<file path="src/rtl/linreg_defs_pkg.sv">
// Shared definitions for the linear-regression request scheduler.
// Holds datapath width defaults and the scheduler state encoding.
package linreg_defs;

  localparam int SIZE_W_DEF  = 16;
  localparam int PRICE_W_DEF = 32;

  typedef enum logic [1:0] {
    IDLE = 2'd0,
    WAIT = 2'd1,
    RESP = 2'd2
  } state_t;

endpackage

</file>
<file path="src/rtl/rr_arbiter.sv">
// Combinational round-robin picker.
// Scans upward from the slot after last_grant.
module rr_arbiter #(
  parameter int N  = 4,
  parameter int IW = $clog2(N)
) (
  input  logic [N-1:0]  req,
  input  logic [IW-1:0] last_grant,
  output logic [N-1:0]  grant,
  output logic [IW-1:0] idx,
  output logic          any
);

  logic [IW-1:0] j;

  always_comb begin
    grant = '0;
    idx   = '0;
    any   = 1'b0;
    j     = '0;
    for (int k = 1; k <= N; k++) begin
      j = IW'((int'(last_grant) + k) % N);
      if (!any && req[j]) begin
        any      = 1'b1;
        grant[j] = 1'b1;
        idx      = j;
      end
    end
  end

endmodule

</file>
<file path="src/rtl/linreg_scheduler.sv">
// Round-robin scheduler sharing one linear-regression datapath
// between N_REQ requesters, with a tagged valid/ready response.
module linreg_scheduler
  import linreg_defs::*;
#(
  parameter int N_REQ   = 4,
  parameter int SIZE_W  = SIZE_W_DEF,
  parameter int PRICE_W = PRICE_W_DEF,
  parameter int SETTLE  = 1,
  parameter int CNT_W   = 16
) (
  input  logic                       clk,
  input  logic                       rst_n,
  input  logic [N_REQ-1:0]           req_valid,
  input  logic [N_REQ*SIZE_W-1:0]    req_size,
  output logic [N_REQ-1:0]           req_ready,
  output logic [SIZE_W-1:0]          lr_size,
  input  logic [PRICE_W-1:0]         lr_price,
  input  logic                       lr_rout,
  output logic                       rsp_valid,
  input  logic                       rsp_ready,
  output logic [$clog2(N_REQ)-1:0]   rsp_id,
  output logic [PRICE_W-1:0]         rsp_price,
  output logic                       rsp_rout,
  output logic                       busy,
  output logic [CNT_W-1:0]           rout_count
);

  localparam int IDW = $clog2(N_REQ);
  localparam int CW  = (SETTLE > 1) ? $clog2(SETTLE) : 1;

  state_t          state;
  state_t          state_nx;
  logic [IDW-1:0]  last_grant;
  logic [IDW-1:0]  gid;
  logic [IDW-1:0]  pick;
  logic [N_REQ-1:0] grant;
  logic            any;
  logic [CW-1:0]   cnt;
  logic [SIZE_W-1:0] pick_size;

  rr_arbiter #(
    .N  (N_REQ),
    .IW (IDW)
  ) u_arb (
    .req        (req_valid),
    .last_grant (last_grant),
    .grant      (grant),
    .idx        (pick),
    .any        (any)
  );

  always_comb begin
    pick_size = '0;
    for (int i = 0; i < N_REQ; i++) begin
      if (grant[i]) pick_size = req_size[i*SIZE_W +: SIZE_W];
    end
  end

  assign req_ready = (state == IDLE) ? grant : '0;
  assign busy      = (state != IDLE);

  always_comb begin
    state_nx = state;
    unique case (state)
      IDLE: if (any) state_nx = WAIT;
      WAIT: if (cnt == '0) state_nx = RESP;
      RESP: if (rsp_ready) state_nx = IDLE;
      default: state_nx = IDLE;
    endcase
  end

  always_ff @(posedge clk or negedge rst_n) begin
    if (!rst_n) state <= IDLE;
    else        state <= state_nx;
  end

  // Pointer resets to the last slot so requester 0 wins first.
  always_ff @(posedge clk or negedge rst_n) begin
    if (!rst_n) begin
      last_grant <= IDW'(N_REQ - 1);
      gid        <= '0;
      cnt        <= '0;
      lr_size    <= '0;
      rsp_valid  <= 1'b0;
      rsp_id     <= '0;
      rsp_price  <= '0;
      rsp_rout   <= 1'b0;
      rout_count <= '0;
    end else begin
      unique case (state)
        IDLE: begin
          if (any) begin
            lr_size    <= pick_size;
            gid        <= pick;
            last_grant <= pick;
            cnt        <= CW'(SETTLE - 1);
          end
        end
        WAIT: begin
          if (cnt == '0) begin
            rsp_price <= lr_price;
            rsp_rout  <= lr_rout;
            rsp_id    <= gid;
            rsp_valid <= 1'b1;
          end else begin
            cnt <= cnt - 1'b1;
          end
        end
        RESP: begin
          if (rsp_ready) begin
            rsp_valid <= 1'b0;
            if (rsp_rout && !(&rout_count))
              rout_count <= rout_count + 1'b1;
          end
        end
        default: ;
      endcase
    end
  end

endmodule

</file>
<file path="config.mk">
export PLATFORM = sky130hd
export DESIGN_NAME = linreg_scheduler
export DESIGN_NICKNAME = d
export VERILOG_FILES = /design/src/rtl/linreg_defs_pkg.sv /design/src/rtl/rr_arbiter.sv /design/src/rtl/linreg_scheduler.sv
export SDC_FILE = /design/constraint.sdc
export NUM_CORES = 1
export LEC_CHECK = 0
export CAP_MARGIN = 20
export CORE_MARGIN = 4
export CORE_UTILIZATION = 45
export DETAILED_ROUTE_END_ITERATION = 7
export GPL_TIMING_DRIVEN = 0
export PLACE_DENSITY_LB_ADDON = 0.2
export SLEW_MARGIN = 15
export SYNTH_ARGS = -nofsm -noshare
export SYNTH_HDL_FRONTEND = slang
export SYNTH_HIERARCHICAL = 1
export SYNTH_SLANG_ARGS = --single-unit
</file>
<file path="constraint.sdc">
create_clock -name clk -period 6.93 [get_ports clk]
set_clock_uncertainty 0.15 [all_clocks]
set_input_delay 1.386 -clock clk [delete_from_list [all_inputs] [get_ports clk]]
set_output_delay 1.386 -clock clk [all_outputs]
set_load 0.1 [all_outputs]
</file>
Word-level counts from Yosys, hierarchy flattened
Cells that the tools add are included.

operators by class
  add/subtract/negate cells = 6
  bitwise logic cells = 4
  mux-type cells = 43
  eq/ne operators = 5
  reductions and logical operators = 23
  $lt $le $gt $ge = 8

operators with widths
  cell                                                               count
  2-to-1 mux 16 bit                                                  4
  2-to-1 mux 4 bit                                                   5
  adder 16 x 1 -> 16 bit, second input constant                      1
  2-to-1 mux 1 bit                                                   16
  AND reduction 16 bit                                               1
  2-to-1 mux 2 bit                                                   7
  less-than comparator 2 x 3 -> 1 bit, second input constant         4
  OR 4 bit                                                           3
  AND reduction 3 bit                                                3
  binary-select mux 1 bit (select 2 bit)                             4
  demux 1 bit (select 2 bit)                                         4
  greater-or-equal comparator 2 x 1 -> 1 bit, second input constant  4
  logical AND 1 bit                                                  8
  != test 2 bit, second input constant                               3
  case mux 2 bit (3 select lines)                                    1
  AND reduction 2 bit                                                3
  nonzero test 2 bit                                                 3
  adder 2 x 1 -> 2 bit, second input constant                        2
  adder 2 bit, second input constant                                 2
  zero test 1 bit                                                    4
  case mux 1 bit (2 select lines)                                    2
  equality test 2 x 1 -> 1 bit, second input constant                1
  equality test 2 bit, second input constant                         1
  zero test 2 bit                                                    1
  2 further kinds                                                    2

storage, ports and cells
  register bits = 75
  bits of input ports = 104
  output and inout bits = 73
  logic and storage cells = 99

Logic depth before layout (Yosys ltp)
Gate-level depths: netlist (run 1).

  depth in word-level cells = 17
  mapped depth = 14
  mapped depth without buffers = 10

Modules after synthesis
The synthesis (run 1) kept the hierarchy.

by module, submodules not included
  module            instances  cells each  sequential area each (sq um)  area an instance (sq um)
  linreg_scheduler  1          312         1,854.3                       3,480.8
  rr_arbiter        1          68          0.0                           525.5

Worst setup path after synthesis (run 1)
OpenSTA, ideal clock, no wires.

  path type = input port to output port
  start point = input req_valid[0]
  end point = output req_ready[3]
  buffers on the path = 3
  data required time = 5.394 ns
  arrival time = 3.682 ns
  stages = 7
  setup slack = 1.712 ns
  path through = buf_6 > mux4_2 > a211oi_4 > a221o_1 > clkbuf_1 > clkbuf_1 > and2_1

between the ends
  word-level cells in the longest chain between the ends = 13
  elaborated cells between the ends (all ways) = 25
  those cells by class = mux (16); bitwise (3); reduce/logical (6)

ends and longest elaborated chain
  element                                 line                    source
  from (decl)                             linreg_scheduler.sv:14  input logic [N_REQ-1:0] req_valid,
  binary-select mux 1 bit (select 2 bit)  rr_arbiter.sv:23        if (!any && req[j]) begin
  2-to-1 mux 1 bit (not written as such)  rr_arbiter.sv:23
  2-to-1 mux 1 bit                        rr_arbiter.sv:23
  zero test 1 bit                         rr_arbiter.sv:23
  logical AND 1 bit                       rr_arbiter.sv:23
  2-to-1 mux 1 bit                        rr_arbiter.sv:23
  zero test 1 bit                         rr_arbiter.sv:23
  logical AND 1 bit                       rr_arbiter.sv:23
  2-to-1 mux 1 bit                        rr_arbiter.sv:23
  zero test 1 bit                         rr_arbiter.sv:23
  logical AND 1 bit                       rr_arbiter.sv:23
  2-to-1 mux 4 bit (*)                    rr_arbiter.sv:23
  net grant[3]                            linreg_scheduler.sv:37  logic [N_REQ-1:0] grant;
  2-to-1 mux 4 bit (*)                    linreg_scheduler.sv:60  assign req_ready = (state == IDLE) ? grant : '0;
  to (decl)                               linreg_scheduler.sv:16  output logic [N_REQ-1:0] req_ready,

Mark *: on every way through the listed nets, which the timed path passes. The rest lies on a longest branch. The select of a mux whose other input is x is not followed.

Worst setup path after layout (run 1)
  start point = input req_valid[1]
  end point = output req_ready[3]

The elaborated chain is that of the path after synthesis.

==> results.md, run 1 <==
- Synthesized area: 4010 sq um
- Largest net degree at the start of global routing: 39
- PortBufs: 174
- Core Region: 8680 sq um
- # rows: 34
- I/O Pins: ~180
- Vias per std cell: ~5.5
- Post-CTS setup buffer count: 0
- CP startpoint kind: input port
- Post-Syn Nets: 493
- Die H: 102 um
- Antenna fix cells: 0
- H-tree Lvls: 3
- CP Capture Type: output pin
- Initial Util: a little under half
- Iteration-0 DRC Markers: just over 100
- Max_cap viols: 0
- ANT nets after route: 0
- Cts repair resizes: 0
- Commonest non-fill, non-tap cells in the layout: clkdlybuf4s50_1 (173), dfrtp_1 (72), a21oi_1 (39), mux2_2 (36), nand2_1 (30)
- WP data arrival: 5.08 ns
- Top FF cell, synth: dfrtp_1
- Cell variety after synth: 55
- Final Max Slew Viols: 0
- Final worst-path cycle share: 95.5%
- Nets: between 600 and 700
- Antenna violations before repair: 0
- Seq cells post-synth: 74
- Setup_tns: 0 ns
- TritonRoute pass-1 iters: 4
- Most common cell after layout, fill and taps aside: clkdlybuf4s50_1
- Mapped Cells: 380
- WP data required: between 5 and 6 ns
- DPL Wire Length: 9300 um
- Total track usage: 23.1%
- Placer Congestion: 0.898
- Reg2reg setup slack: around 3.2 ns
- Clock Sinks: 74
- First-pass GRT wire length: 18,800 um
- Final Setup Violations: 0
- Rel. slew slack: 31.0%
- Type of the most critical hold path: register to register
- Worst-Skew Late Latency: 0.34 ns
- Clock slew at reported path FFs: 0.07 ns
- Slowest-stage cell, CP: clkdlybuf4s50_1
- Worst-Margin Slew: 1.03 ns
- Total grt overflow: 0
- Achievable Freq: around 150 MHz
- Number of remaining DRC errors: 0
- Synth warn: 6
- WS Path Type: input port to output pin
- Worst path max stage delay: 1.13 ns
- Hold_buf cts: 0
- Vias in the first global route: ~3,800
- Die ar.: 10,500 sq um
- Cell Chain, Critical Path: clkdlybuf4s50_1 -> mux4_2 -> a211oi_4 -> a221o_1 -> clkbuf_1 -> clkbuf_1 -> and2_1 -> clkdlybuf4s50_1
- Area Overhead vs Synth: 52.7%
- Layout cells sized above 1: 14.2%
- Final hold vios: 0
- CTS root buf: clkbuf_8
- Detailed-route wire length: between 10,000 and 15,000 um
- Routed len/inst: 17.8 um
- Fin crit period: 6.62 ns
- Sequential area share after synthesis: 46.3%
- Status: finished clean
- TritonCTS clock tree: built
- Syn Area/Cell: 10.5 sq um
- EDFF count, synth: 0
- RSZ-0062 raised after global routing: no
- Routed vias: approximately 3,700
- Worst Hold Slack: about 0.33 ns
- Worst Path Max Fanout: 10
- Die width: 102 um
- Clock tree buffer depth: 2
- CTS buffer count: 9
- Synth async-reset ratio: between 90% and 100%
## kinds of logic after synthesis
group | count (synthesis) | synth area share [%]
xor gates and xnor gates | 10 | 2.19
adders and majority gates | 9 | 2.81
buffers and inverters | 45 | 5.09
and+or+nand+nor | 99 | 13.6
AOI/OAI and AO/OA | 101 | 17.7
DFF | 74 | 46.3
muxes | 42 | 12.4
## registers in the layout, indices dropped and copies added, names as in the netlist
name and count:
rsp_price 32, lr_size 16, rout_count 16, state 2, rsp_rout 1, rsp_valid 1, rsp_id 2, last_grant 2
gid 2
## routing by layer
metal / wire length [um] / track usage, % / up-vias
met1: 4770 / 27.7 / 1807
met5: 0 / 0 / -
met4: 245 / 7.06 / 0
met2: 6070 / 38.8 / 136
met3: 970 / 8.40 / 23
li1: - / - / 1754
## per-stage QoR
| stage | worst slack [ns] | std cells | instance area [sq um] | utilization, % |
|---|---|---|---|---|
| after floorplan | 1.71 | 380 | 4010 | - |
| after global placement | 0.348 | 662 | 5880 | 67.8 |
| after detailed placement | 0.346 | 663 | 5900 | 68.0 |
| after CTS | 0.340 | 679 | 6120 | 70.5 |
| after global routing | 0.182 | 679 | 6120 | 70.5 |
| final | 0.312 | 679 | 6120 | 70.5 |
## synthesized netlist by cell type (all sizes together), types with 6 or more instances
master / instances / area share [%]
dfrtp: 72 / 45
a21oi: 40 / 5.1
mux2: 37 / 10
nand2: 30 / 2.8
nor2: 29 / 2.8
inv: 22 / 2.1
a221oi: 17 / 3.9
a211o: 15 / 3.3
buf: 12 / 2.0
o21ai: 12 / 1.5
clkbuf: 10 / 0.94
ha: 9 / 2.8
nand3: 7 / 0.87
nand4: 7 / 1.5
xor2: 7 / 1.5
and2: 6 / 0.94
## final cells by class
type	instances	area, sq um
buffer	22	118
fill	670	2560
timing repair buffer	175	1760
clock buffer	10	128
multi-input combinational	261	1950
tap	108	135
inverter	23	86.3
clock inverter	6	90.1
sequential	74	1850
## final timing paths
check / startpoint / end / depth (start not counted)
max in group asynchronous: rst_n / last_grant[0] / 2
max reg2reg: last_grant[0] / lr_size[7] / 13
min in group asynchronous: rst_n / lr_size[15] / 1
min reg2reg: gid[1] / gid[1] / 2
max: req_valid[1] / req_ready[3] / 8
min: gid[1] / gid[1] / 2
## critical path, delay by kind of cell
family	cells	cell delay [ns]
and+or+nand+nor	1	0.21
buffers and inverters	4	2.35
AOI/OAI and AO/OA	2	0.49
muxes	1	0.65
Power of run 1 is not shown: default switching activity piles up to over one toggle a cycle in this logic, so the estimate is an artifact.
==> run 2: changes to the inputs <==
Settings changed: PLACE_DENSITY set to 0.82, PLACE_DENSITY_LB_ADDON 0.2 to unset.
==> results.md, run 2 (synthesized netlist as in run 1, its figures left out) <==
- I/O Pins: 177 (unchanged)
- Nets: 679 (unchanged)
- CP Capture Type: output pin
- Worst-Skew Late Latency: 0.35 ns (about the same)
- First-pass GRT wire length: 18,700 um (-0.85%)
- Post-CTS setup buffer count: 0 (unchanged)
- Initial Util: 46.2% (unchanged)
- TritonRoute pass-1 iters: 5 (+1)
- Routed vias: 3,755 (+0.94%)
- Type of the most critical hold path: register to register
- Clock tree buffer depth: 2 (unchanged)
- Routed len/inst: 17.3 um (-2.3%)
- # rows: 34 (unchanged)
- Final hold vios: 0 (unchanged)
- Iteration-0 DRC Markers: 121 (+20%)
- Die ar.: 10,500 sq um (unchanged)
- Rel. slew slack: 31.8% (+0.85 points)
- Top delay family on crit path: buffers and inverters
- PortBufs: 174 (unchanged)
- CP startpoint kind: input port
- Achievable Freq: 149 MHz (-1.4%)
- Slowest-stage cell, CP: clkdlybuf4s50_1
- Clock slew at reported path FFs: 0.08 ns (about the same)
- Antenna fix cells: 0 (unchanged)
- Detailed-route wire length: 11,800 um (-2.3%)
- Core Region: 8680 sq um (unchanged)
- Vias in the first global route: 3,833 (+0.47%)
- Final Max Slew Viols: 0 (unchanged)
- RSZ-0062 raised after global routing: no
- Final worst-path cycle share: 96.8% (+1.3 points)
- CTS buffer count: 9 (unchanged)
- Cell Chain, Critical Path: clkdlybuf4s50_1 -> or3b_1 -> o21ai_1 -> a21oi_1 -> o22ai_2 -> a221o_1 -> clkbuf_1 -> clkbuf_1 -> and2_1 -> clkdlybuf4s50_1
- Finished Layout Cells: 679 (unchanged)
- Worst-Margin Slew: 1.02 ns (-0.0127 ns)
- Most common cell after layout, fill and taps aside: clkdlybuf4s50_1
- Largest Register: rsp_price
- TritonCTS clock tree: built
- WP data required: 5.39 ns (about the same)
- Status: finished clean
- Reg2reg setup slack: 3.25 ns (about the same)
- Die H: 102 um (unchanged)
- Crit path from: req_valid[3]
- Commonest non-fill, non-tap cells in the layout: clkdlybuf4s50_1 (173), dfrtp_1 (72), a21oi_1 (39), mux2_2 (36), nand2_1 (30)
- Layout cells sized above 1: 14.4% (+0.18 points)
- Reg2Reg Depth: 13 (unchanged)
- Hold_buf cts: 0 (unchanged)
- CTS root buf: clkbuf_8
- Worst path depth: 10 (+2)
- Vias per std cell: 5.53 (+0.94%)
- Total grt overflow: 0 (unchanged)
- Largest net degree at the start of global routing: 62 (+59%)
- Worst path max stage delay: 1.14 ns (about the same)
- Fin crit period: 6.71 ns (+0.0909 ns)
- Crit path buf inv count: 4 (unchanged)
- Number of remaining DRC errors: 0 (unchanged)
- ANT nets after route: 0 (unchanged)
- H-tree Lvls: 3 (unchanged)
- Area Overhead vs Synth: 53.3%
- Clock Sinks: 74 (unchanged)
- Crit path capture: req_ready[3]
- WS Path Type: input port to output pin
- Final Setup Violations: 0 (unchanged)
- Cts repair resizes: 0 (unchanged)
- Max reg flops: 32 (unchanged)
- Total track usage: 22.7% (-0.39 points)
- WP data arrival: 5.17 ns (+0.09 ns)
- Die width: 102 um (unchanged)
- R2r endpoint: lr_size[8]
- Max_cap viols: 0 (unchanged)
- Antenna violations before repair: 0 (unchanged)
- Worst Path Max Fanout: 10 (unchanged)
- Reg2Reg Launch Point: last_grant[0]
- Placer Congestion: 0.923 (+2.8%)
- Final design utilization: 70.8% (+0.29 points)
- Setup_tns: 0 ns (unchanged)
- Inst Count DP: 663 (unchanged)
- DPL Wire Length: 9070 um (-2.5%)
- Largest regs: rsp_price: 32 flops, lr_size: 16 flops, rout_count: 16 flops
[run 2: worst min-delay path, stage by stage (launching register included)]
cell     delay [ns]
dfrtp_1        0.34
nand2_1        0.05
nand2_1        0.05
[run 2: area by class of cell]
cell class,count,area [sq um]
plain buffers,22,118
clock buffers,10,138
clock inverters,6,97.6
fillers,659,2530
inverters,23,86.3
multi-input cells,261,1950
flip-flops and latches,74,1850
well taps,108,135
repair buffers,175,1770
[run 2: how the worst min path moves through the flow]
stage / startpoint / to / slack (ns) / depth (start not counted)
floorplan: gid[1] / gid[1] / 0.29 / 2
global placement: gid[1] / gid[1] / 0.30 / 2
detailed placement: gid[1] / gid[1] / 0.31 / 2
CTS: gid[1] / gid[1] / 0.33 / 2
global route: gid[1] / gid[1] / 0.35 / 2
finish: gid[1] / gid[1] / 0.33 / 2
[run 2: layer usage]
layer / up-vias / part of all wire, % / routed length (um) / track usage [%]
met4: 0 / 1.6 / 190 / 7.16
met2: 161 / 50 / 5890 / 38.1
li1: 1751 / - / - / -
met3: 16 / 8.8 / 1040 / 6.89
met5: - / 0 / 0 / 0
met1: 1827 / 40 / 4660 / 28.0
[run 2: metrics by stage]
step	cell area (sq um)	setup WS, ns	hold WS [ns]
final	6140	0.221	0.326
after global routing	6140	0.0787	0.350
after CTS	6140	0.281	0.329
after detailed placement	5910	0.298	0.310
after global placement	5880	0.337	0.304
after floorplan	4010	1.71	0.290
Power of run 2 is left out for the same reason.
==> run 3: changes to the inputs <==
Settings changed: CTS_CLUSTER_SIZE set to 14, PLACE_DENSITY 0.82 to 0.84, SKIP_CTS_REPAIR_TIMING set to 1.
==> results.md, run 3 (synthesized netlist as in run 1, its figures left out) <==
- Status: finished clean
- Clock Sinks: 74 (unchanged)
- Final Setup Violations: 0 (unchanged)
- H-tree Lvls: 3 (unchanged)
- Met1 Track Usage GR: 28.4% (+0.37 points)
- Worst Hold Slack: 0.329 ns (+0.00344 ns)
- Max reg flops: 32 (unchanged)
- Area Overhead vs Synth: 53.0%
- Max_cap viols: 0 (unchanged)
- Layout cells sized above 1: 14.4% (unchanged)
- First-pass GRT wire length: 19,100 um (+2.4%)
- Largest net degree at the start of global routing: 63 (+1.6%)
- Placer Congestion: 0.883 (-4.4%)
- M3 GR Usage: 6.62% (-0.27 points)
- Largest Register: rsp_price
- Met2 Usage GRT: 40.5% (+2.3 points)
- CTS buffer count: 9 (unchanged)
- Worst-Skew Late Latency: 0.34 ns (about the same)
- Nets: 679 (unchanged)
- Routed vias: 3,761 (+0.16%)
- Commonest non-fill, non-tap cells in the layout: clkdlybuf4s50_1 (173), dfrtp_1 (72), a21oi_1 (39), mux2_2 (36), nand2_1 (30)
- Die H: 102 um (unchanged)
- CTS root buf: clkbuf_8
- ANT nets after route: 0 (unchanged)
- Die width: 102 um (unchanged)
- Antenna violations before repair: 0 (unchanged)
- Worst path max stage delay: 1.13 ns (about the same)
- Slowest-stage cell, CP: clkdlybuf4s50_1
- Worst Path Max Fanout: 10 (unchanged)
- WP data required: 5.39 ns (about the same)
- Rel. slew slack: 32.0% (+0.18 points)
- Iteration-0 DRC Markers: 114 (-5.8%)
- Final Max Slew Viols: 0 (unchanged)
- Final design utilization: 70.6% (-0.14 points)
- PortBufs: 174 (unchanged)
- Final worst-path cycle share: 96.9% (+0.13 points)
- Die ar.: 10,500 sq um (unchanged)
- CP startpoint kind: input port
- Clock slew at reported path FFs: 0.08 ns (about the same)
- Achievable Freq: 149 MHz (-0.14%)
- Non-Filler Cell Area, Final: 6130 sq um (-0.20%)
- WS Path Type: input port to output pin
- Total track usage: 23.2% (+0.49 points)
- Number of remaining DRC errors: 0 (unchanged)
- Fin crit period: 6.72 ns (+0.00915 ns)
- TritonRoute pass-1 iters: 5 (unchanged)
- Total grt overflow: 0 (unchanged)
- I/O Pins: 177 (unchanged)
- Core Region: 8680 sq um (unchanged)
- Placed cell areas: 5910 sq um (unchanged)
- Top Usage Layer GRT: met2
- CP Capture Type: output pin
- Clock tree buffer depth: 2 (unchanged)
- Detailed-route wire length: 12,000 um (+2.1%)
- Most common cell after layout, fill and taps aside: clkdlybuf4s50_1
- # rows: 34 (unchanged)
- DPL Wire Length: 9490 um (+4.7%)
- Initial Util: 46.2% (unchanged)
- Cell Chain, Critical Path: clkdlybuf4s50_1 -> mux4_2 -> a211oi_4 -> a221o_1 -> clkbuf_1 -> clkbuf_1 -> and2_1 -> clkdlybuf4s50_1
- Type of the most critical hold path: register to register
- Largest regs: rsp_price: 32 flops, lr_size: 16 flops, rout_count: 16 flops
- Routed len/inst: 17.7 um (+2.1%)
- Vias per std cell: 5.54 (+0.16%)
- Antenna fix cells: 0 (unchanged)
- TritonCTS clock tree: built
- WP data arrival: 5.18 ns (about the same)
- Final hold vios: 0 (unchanged)
- RSZ-0062 raised after global routing: no
- Setup_tns: 0 ns (unchanged)
- Vias in the first global route: 3,845 (+0.31%)
- Worst-Margin Slew: 1.02 ns (-0.00270 ns)
run 3: path summary, 6_finish.rpt:
path,startpoint,to,slack [ns],cells after the start
worst min register to register,gid[0],gid[0],0.33,2
worst max-delay path,req_valid[1],req_ready[3],0.21,8
worst max register to register,last_grant[0],lr_size[12],3.21,13
min in group asynchronous,rst_n,lr_size[8],0.73,1
max in group asynchronous,rst_n,last_grant[0],5.27,2
worst min-delay path,gid[0],gid[0],0.33,2
run 3: per-stage QoR:
step / cells / setup slack, ns
global route: 679 / 0.0201
finish: 679 / 0.212
detailed placement: 663 / 0.288
global placement: 662 / 0.290
floorplan: 380 / 1.71
CTS: 679 / 0.267
run 3: final cells by class:
class	count	area (sq um)
buffer	22	118
clock buffer	9	124
clock inverter	7	98.8
fill	662	2550
inverter	23	86.3
multi-input combinational	261	1950
sequential	74	1850
tap	108	135
timing repair buffer	175	1770
run 3: worst max-delay path, delay by kind of cell:
family / cells / cell delay [ns]
muxes: 1 / 0.65
AOI/OAI and AO/OA: 2 / 0.50
buffers and inverters: 4 / 2.42
and+or+nand+nor: 1 / 0.22
run 3: metal layers:
metal | vias up | routed length (um)
met5 | - | 0
met4 | 0 | 102
met3 | 14 | 1150
met2 | 173 | 6220
met1 | 1819 | 4550
li1 | 1755 | -
Power of run 3 is left out for the same reason.
